[src/rtl/fetch_seq_ctrl.sv]
// Instruction fetch sequencer: owns the PC, drives the imem handshake, feeds decode.
// Optional fetch timeout is enabled with `define FETCH_TIMEOUT_EN.
module fetch_seq_ctrl #(
  parameter int              XLEN        = 64,
  parameter logic [XLEN-1:0] RESET_PC    = '0,
  parameter int              TIMEOUT_CYC = 16
) (
  input  logic            clk,
  input  logic            rst,
  input  logic            start,
  input  logic            halt,
  input  logic            br_taken,
  input  logic [XLEN-1:0] br_offset,
  output logic            imem_req,
  output logic [XLEN-1:0] imem_addr,
  input  logic            imem_rvalid,
  input  logic [31:0]     imem_rdata,
  output logic            inst_valid,
  input  logic            inst_ready,
  output logic [31:0]     inst,
  output logic [XLEN-1:0] inst_pc,
  output logic            busy,
  output logic            fetch_err
);

  typedef enum logic [1:0] {
    S_IDLE,
    S_REQ,
    S_WAIT,
    S_HOLD
  } state_e;

  state_e          state_q, state_d;
  logic [XLEN-1:0] pc_q, pc_d;
  logic [XLEN-1:0] ipc_q, ipc_d;
  logic [XLEN-1:0] addr_q, addr_d;
  logic [31:0]     inst_q, inst_d;
  logic            halt_q, halt_d;
  logic            req_q, req_d;
  logic            vld_q, vld_d;
  logic            busy_q, busy_d;
  logic            err_q, err_d;

`ifdef FETCH_TIMEOUT_EN
  localparam int CW = $clog2(TIMEOUT_CYC + 1);
  logic [CW-1:0] cnt_q, cnt_d;
`endif

  // Next state, datapath updates and next registered outputs.
  always_comb begin
    state_d = state_q;
    pc_d    = pc_q;
    ipc_d   = ipc_q;
    inst_d  = inst_q;
    halt_d  = halt_q;
    err_d   = err_q;
`ifdef FETCH_TIMEOUT_EN
    cnt_d   = cnt_q;
`endif
    unique case (state_q)
      S_IDLE: begin
        halt_d = 1'b0;
        if (start && !halt && !err_q) state_d = S_REQ;
      end
      S_REQ: begin
        halt_d  = halt_q | halt;
        state_d = S_WAIT;
`ifdef FETCH_TIMEOUT_EN
        cnt_d   = '0;
`endif
      end
      S_WAIT: begin
        halt_d = halt_q | halt;
        if (imem_rvalid) begin
          inst_d  = imem_rdata;
          ipc_d   = pc_q;
          state_d = S_HOLD;
        end
`ifdef FETCH_TIMEOUT_EN
        else if (cnt_q == CW'(TIMEOUT_CYC - 1)) begin
          err_d   = 1'b1;
          halt_d  = 1'b0;
          state_d = S_IDLE;
        end else begin
          cnt_d = cnt_q + 1'b1;
        end
`endif
      end
      S_HOLD: begin
        halt_d = halt_q | halt;
        if (inst_ready) begin
          pc_d    = ipc_q + (br_taken ? br_offset : XLEN'(4));
          state_d = (halt_q | halt) ? S_IDLE : S_REQ;
          halt_d  = 1'b0;
        end
      end
      default: state_d = S_IDLE;
    endcase
    req_d  = (state_d == S_REQ);
    addr_d = req_d ? pc_d : '0;
    vld_d  = (state_d == S_HOLD);
    busy_d = (state_d != S_IDLE);
  end

  // State and output registers with synchronous active-low reset.
  always_ff @(posedge clk) begin
    if (!rst) begin
      state_q <= S_IDLE;
      pc_q    <= RESET_PC;
      ipc_q   <= '0;
      inst_q  <= '0;
      halt_q  <= 1'b0;
      err_q   <= 1'b0;
      req_q   <= 1'b0;
      addr_q  <= '0;
      vld_q   <= 1'b0;
      busy_q  <= 1'b0;
`ifdef FETCH_TIMEOUT_EN
      cnt_q   <= '0;
`endif
    end else begin
      state_q <= state_d;
      pc_q    <= pc_d;
      ipc_q   <= ipc_d;
      inst_q  <= inst_d;
      halt_q  <= halt_d;
      err_q   <= err_d;
      req_q   <= req_d;
      addr_q  <= addr_d;
      vld_q   <= vld_d;
      busy_q  <= busy_d;
`ifdef FETCH_TIMEOUT_EN
      cnt_q   <= cnt_d;
`endif
    end
  end

  assign imem_req   = req_q;
  assign imem_addr  = addr_q;
  assign inst_valid = vld_q;
  assign inst       = inst_q;
  assign inst_pc    = ipc_q;
  assign busy       = busy_q;

`ifdef FETCH_TIMEOUT_EN
  assign fetch_err = err_q;
`else
  assign fetch_err = 1'b0;
`endif

endmodule

[config.mk]
export PLATFORM = sky130hd
export DESIGN_NAME = fetch_seq_ctrl
export DESIGN_NICKNAME = d
export VERILOG_FILES = /design/src/rtl/fetch_seq_ctrl.sv
export SDC_FILE = /design/constraint.sdc
export NUM_CORES = 1
export LEC_CHECK = 0
export CAP_MARGIN = 40
export CORE_MARGIN = 10
export CORE_UTILIZATION = 45
export CTS_BUF_LIST = sky130_fd_sc_hd__clkbuf_4
export DETAILED_ROUTE_END_ITERATION = 6
export PLACE_DENSITY = 0.72
export SYNTH_ARGS = -nofsm -noshare
export SYNTH_HDL_FRONTEND = slang
export SYNTH_SLANG_ARGS = --single-unit
[constraint.sdc]
create_clock -name clk -period 7.5 [get_ports clk]
set_clock_uncertainty 0.15 [all_clocks]
set_input_delay 0.75 -clock clk [delete_from_list [all_inputs] [get_ports clk]]
set_output_delay 0.75 -clock clk [all_outputs]
set_load 0.02 [all_outputs]
==> impl_metrics.json <==
{
  "synth_warnings": 0,
  "dieArea_mm2": 0.0342,
  "ys_seq_elements": 230,
  "first_pass_iters": 5,
  "die_w_um": 185,
  "cts.sinks": 230,
  "seq_area_frac_synth_pct": 37.6,
  "drv_slew": 0,
  "syn_nets": 1759,
  "crit_path_max_fanout": 33,
  "tns_ns": 0,
  "numCtsBuffers": 61,
  "synth_cell_types": 72,
  "die-height_um": 185,
  "crit_family": "compound AO/OA/AOI/OAI gates",
  "slew_headroom_pct": 47.1,
  "crit_required_ns": 7.93,
  "grt_max_degree": 71,
  "hold_class": "flip-flop to flip-flop",
  "setup_viol": 0,
  "arrival_ns": 4.43,
  "drive_above_1_share_pct": 7.44,
  "coreArea_mm2": 0.0269,
  "holdWs_ns": 0.290,
  "hold_depth": 2,
  "synthArstFlopShare_pct": 0,
  "htree_levels": 2,
  "worst_pin_slew_ns": 0.794,
  "period_minus_slack_ns": 4.00,
  "place.gp.congestion": 0.971,
  "timing.final.hold_violations": 0,
  "crit_path_max_incr_delay_ns": 0.43,
  "r2r_cells": 13,
  "path_cells": "buf_2 -> buf_16 -> and2_1 -> ha_1 -> a211oi_1 -> o21ai_1 -> a2111oi_0 -> nand3_1 -> a21oi_2 -> o21ai_2 -> a31oi_2 -> mux2i_1 -> a21oi_1",
  "antenna_found_initial": 1,
  "syn2layout_area_growth_pct": 29.7,
  "synth_top_area_cell": "dfxtp_1",
  "irDropWorstVdd_uv": 175,
  "via_count": 12267,
  "nets": 1987,
  "port_buffers": 265,
  "route.detailed.drc": 0,
  "grt_pass1_vias": 12155,
  "drt_iter0_drc": 877,
  "fmax_mhz": 250,
  "yosysTopAreaCellShare_pct": 37.6,
  "ys.flop_type": "dfxtp_1",
  "grt_usage_pct": 23.0,
  "via_per_inst": 5.55,
  "p_leak_nw": 6.09,
  "rsz0062_at_grt": "false",
  "synthCells": 1589,
  "wirelength_mm": 40.8,
  "slowest_stage": "buf_2",
  "crit_type": "input pin to flip-flop",
  "postCtsSetupBuffers": 0,
  "maxCapViolCount": 0,
  "fin_crit_sh_pct": 53.3,
  "ant_nets": 0,
  "initial_utilization_pct": 45.6,
  "rows": 60,
  "cts_resized": 0,
  "grt_pass1_wl_mm": 64.3,
  "cts_tree": "done",
  "fillCellCount": 2526,
  "io_pins": 267,
  "wl_per_cell_um": 18.5,
  "critPathLaunchType": "input pin",
  "status": "completed",
  "cts_max_path_buffers": 3,
  "syn_area_mm2": 0.0123,
  "path_buf_inv": 2,
  "cellPowerDensity_mw_per_mm2": 190,
  "cts_hold_buffers": 0,
  "clkSlewWorstSetupHoldPaths_ns": 0.07,
  "synth_edf_count": 0,
  "worstSetupPathDepth": 13,
  "clock_latency_ns": 0.73,
  "netlist_top_cells_area": "dfxtp_1, a21oi_1, nand2_1",
  "hpwlAfterDp_mm": 30.1,
  "root_buffer": "clkbuf_4",
  "worst_setup_path_end_kind": "flip-flop",
  "grt_overflow": 0,
  "synth_area_per_cell_um2": 7.72
}
Yosys cell counts, drive strengths merged, types with 2 or more instances:
cell and instances:
a2111oi 4, a211o 2, a211oi 12, a21boi 4, a21o 36, a21oi 221
a221o 2, a221oi 3, a311o 4, a311oi 2, a31o 3, a31oi 9
and2 72, and3 5, and4 2, buf 29, clkbuf 82, dfxtp 230
ha 66, inv 17, mux2i 25, nand2 265, nand2b 6, nand3 49
nand4 49, nor2 160, nor2b 5, nor3 27, nor4 4, o211ai 9
o21a 5, o21ai 66, o21bai 16, o31a 3, o31ai 6, or2 6
or3 11, or3b 2, or4 6, xnor2 17, xor2 30
per-stage QoR:
step	cells	setup WS, ns	area [um^2]	utilization, %	total power (W)
3_3_place_gp	2090	2.68	14900	55.6	0.00188
5_1_grt	2210	3.25	15900	59.1	0.00318
4_1_cts	2209	3.59	15900	59.1	0.00306
2_1_floorplan	1589	3.87	12300	-	0.00166
6_report	2210	3.50	15900	59.1	0.00303
3_5_place_dp	2095	2.78	15100	56.1	0.00192
registers in the layout, summed over array words and instances, names as in the netlist:
| register | count |
|---|---|
| inst | 32 |
| busy | 1 |
| imem_req | 1 |
| inst_pc | 64 |
| halt_q | 1 |
| inst_valid | 1 |
| imem_addr | 64 |
| pc_q | 64 |
| state_q | 2 |
worst reg2reg max path: stages (launching register included):
cell and delay [ns]:
dfxtp_1 0.34, inv_1 0.10, ha_1 0.31, and2_2 0.19
buf_4 0.46, buf_16 0.31, a211o_1 0.16, a21bo_1 0.20
a21oi_1 0.27, nand2b_2 0.10, buf_4 0.38, or3_1 0.42
mux2_1 0.29, o211ai_1 0.09
power by group:
group	switching, W	internal, W	total [W]	leakage (nW)
combinational	0.000382	0.000219	0.000602	3.76
clock	0.000555	0.000579	0.00113	0.476
sequential	0.0000254	0.00127	0.00129	1.85
layout make-up:
class                   count  area, um^2  share of cell area (%)
well taps                 341         427                    2.68
clock buffers              80         601                    3.78
diodes                      1        2.50                  0.0157
repair buffers            276        2830                    17.8
flip-flops and latches    230        4600                    29.0
multi-input cells        1230        7160                    45.0
clock inverters            34         206                    1.30
inverters                  18        70.1                   0.441
logic make-up after synthesis:
kind of cell    count (synthesis)  synth area share [%]
mux                            26                  2.13
other cells                     1                0.0306
flops                         230                  37.6
compound gates                417                  20.6
xor+xnor                       47                  3.36
simple gates                  672                  25.1
buf+inv                       129                  4.24
fa+ha+maj                      67                  6.90
final timing paths:
check | to | slack, ns | from
setup reg to reg | imem_addr[62]$_SDFF_PN0_ | 3.67 | state_q[0]$_SDFF_PN0_
setup / recovery | imem_addr[58]$_SDFF_PN0_ | 3.50 | br_taken
hold / removal | inst_pc[14]$_SDFFE_PN0P_ | 0.29 | pc_q[14]$_SDFF_PN0_
hold reg to reg | inst_pc[14]$_SDFFE_PN0P_ | 0.29 | pc_q[14]$_SDFF_PN0_
placed cells by master (no fill, tap or decap), types with 20 or more instances in the layout:
cell type,instances
and2_1,70
clkdlybuf4s50_1,264
clkbuf_4,80
nand4_1,49
dfxtp_1,230
clkinv_1,20
mux2i_1,25
nand3_1,48
xor2_1,30
o21ai_0,55
a21o_1,36
nor2_1,160
ha_1,66
a21oi_1,217
nor3_1,27
nand2_1,262
layer usage:
layer	global-route usage, %	wire length (um)
met1	28.7	17600
met3	6.47	3490
met2	37.5	18700
met5	0	0
met4	7.44	997
Note: power is estimated with default switching activity, not from simulation.
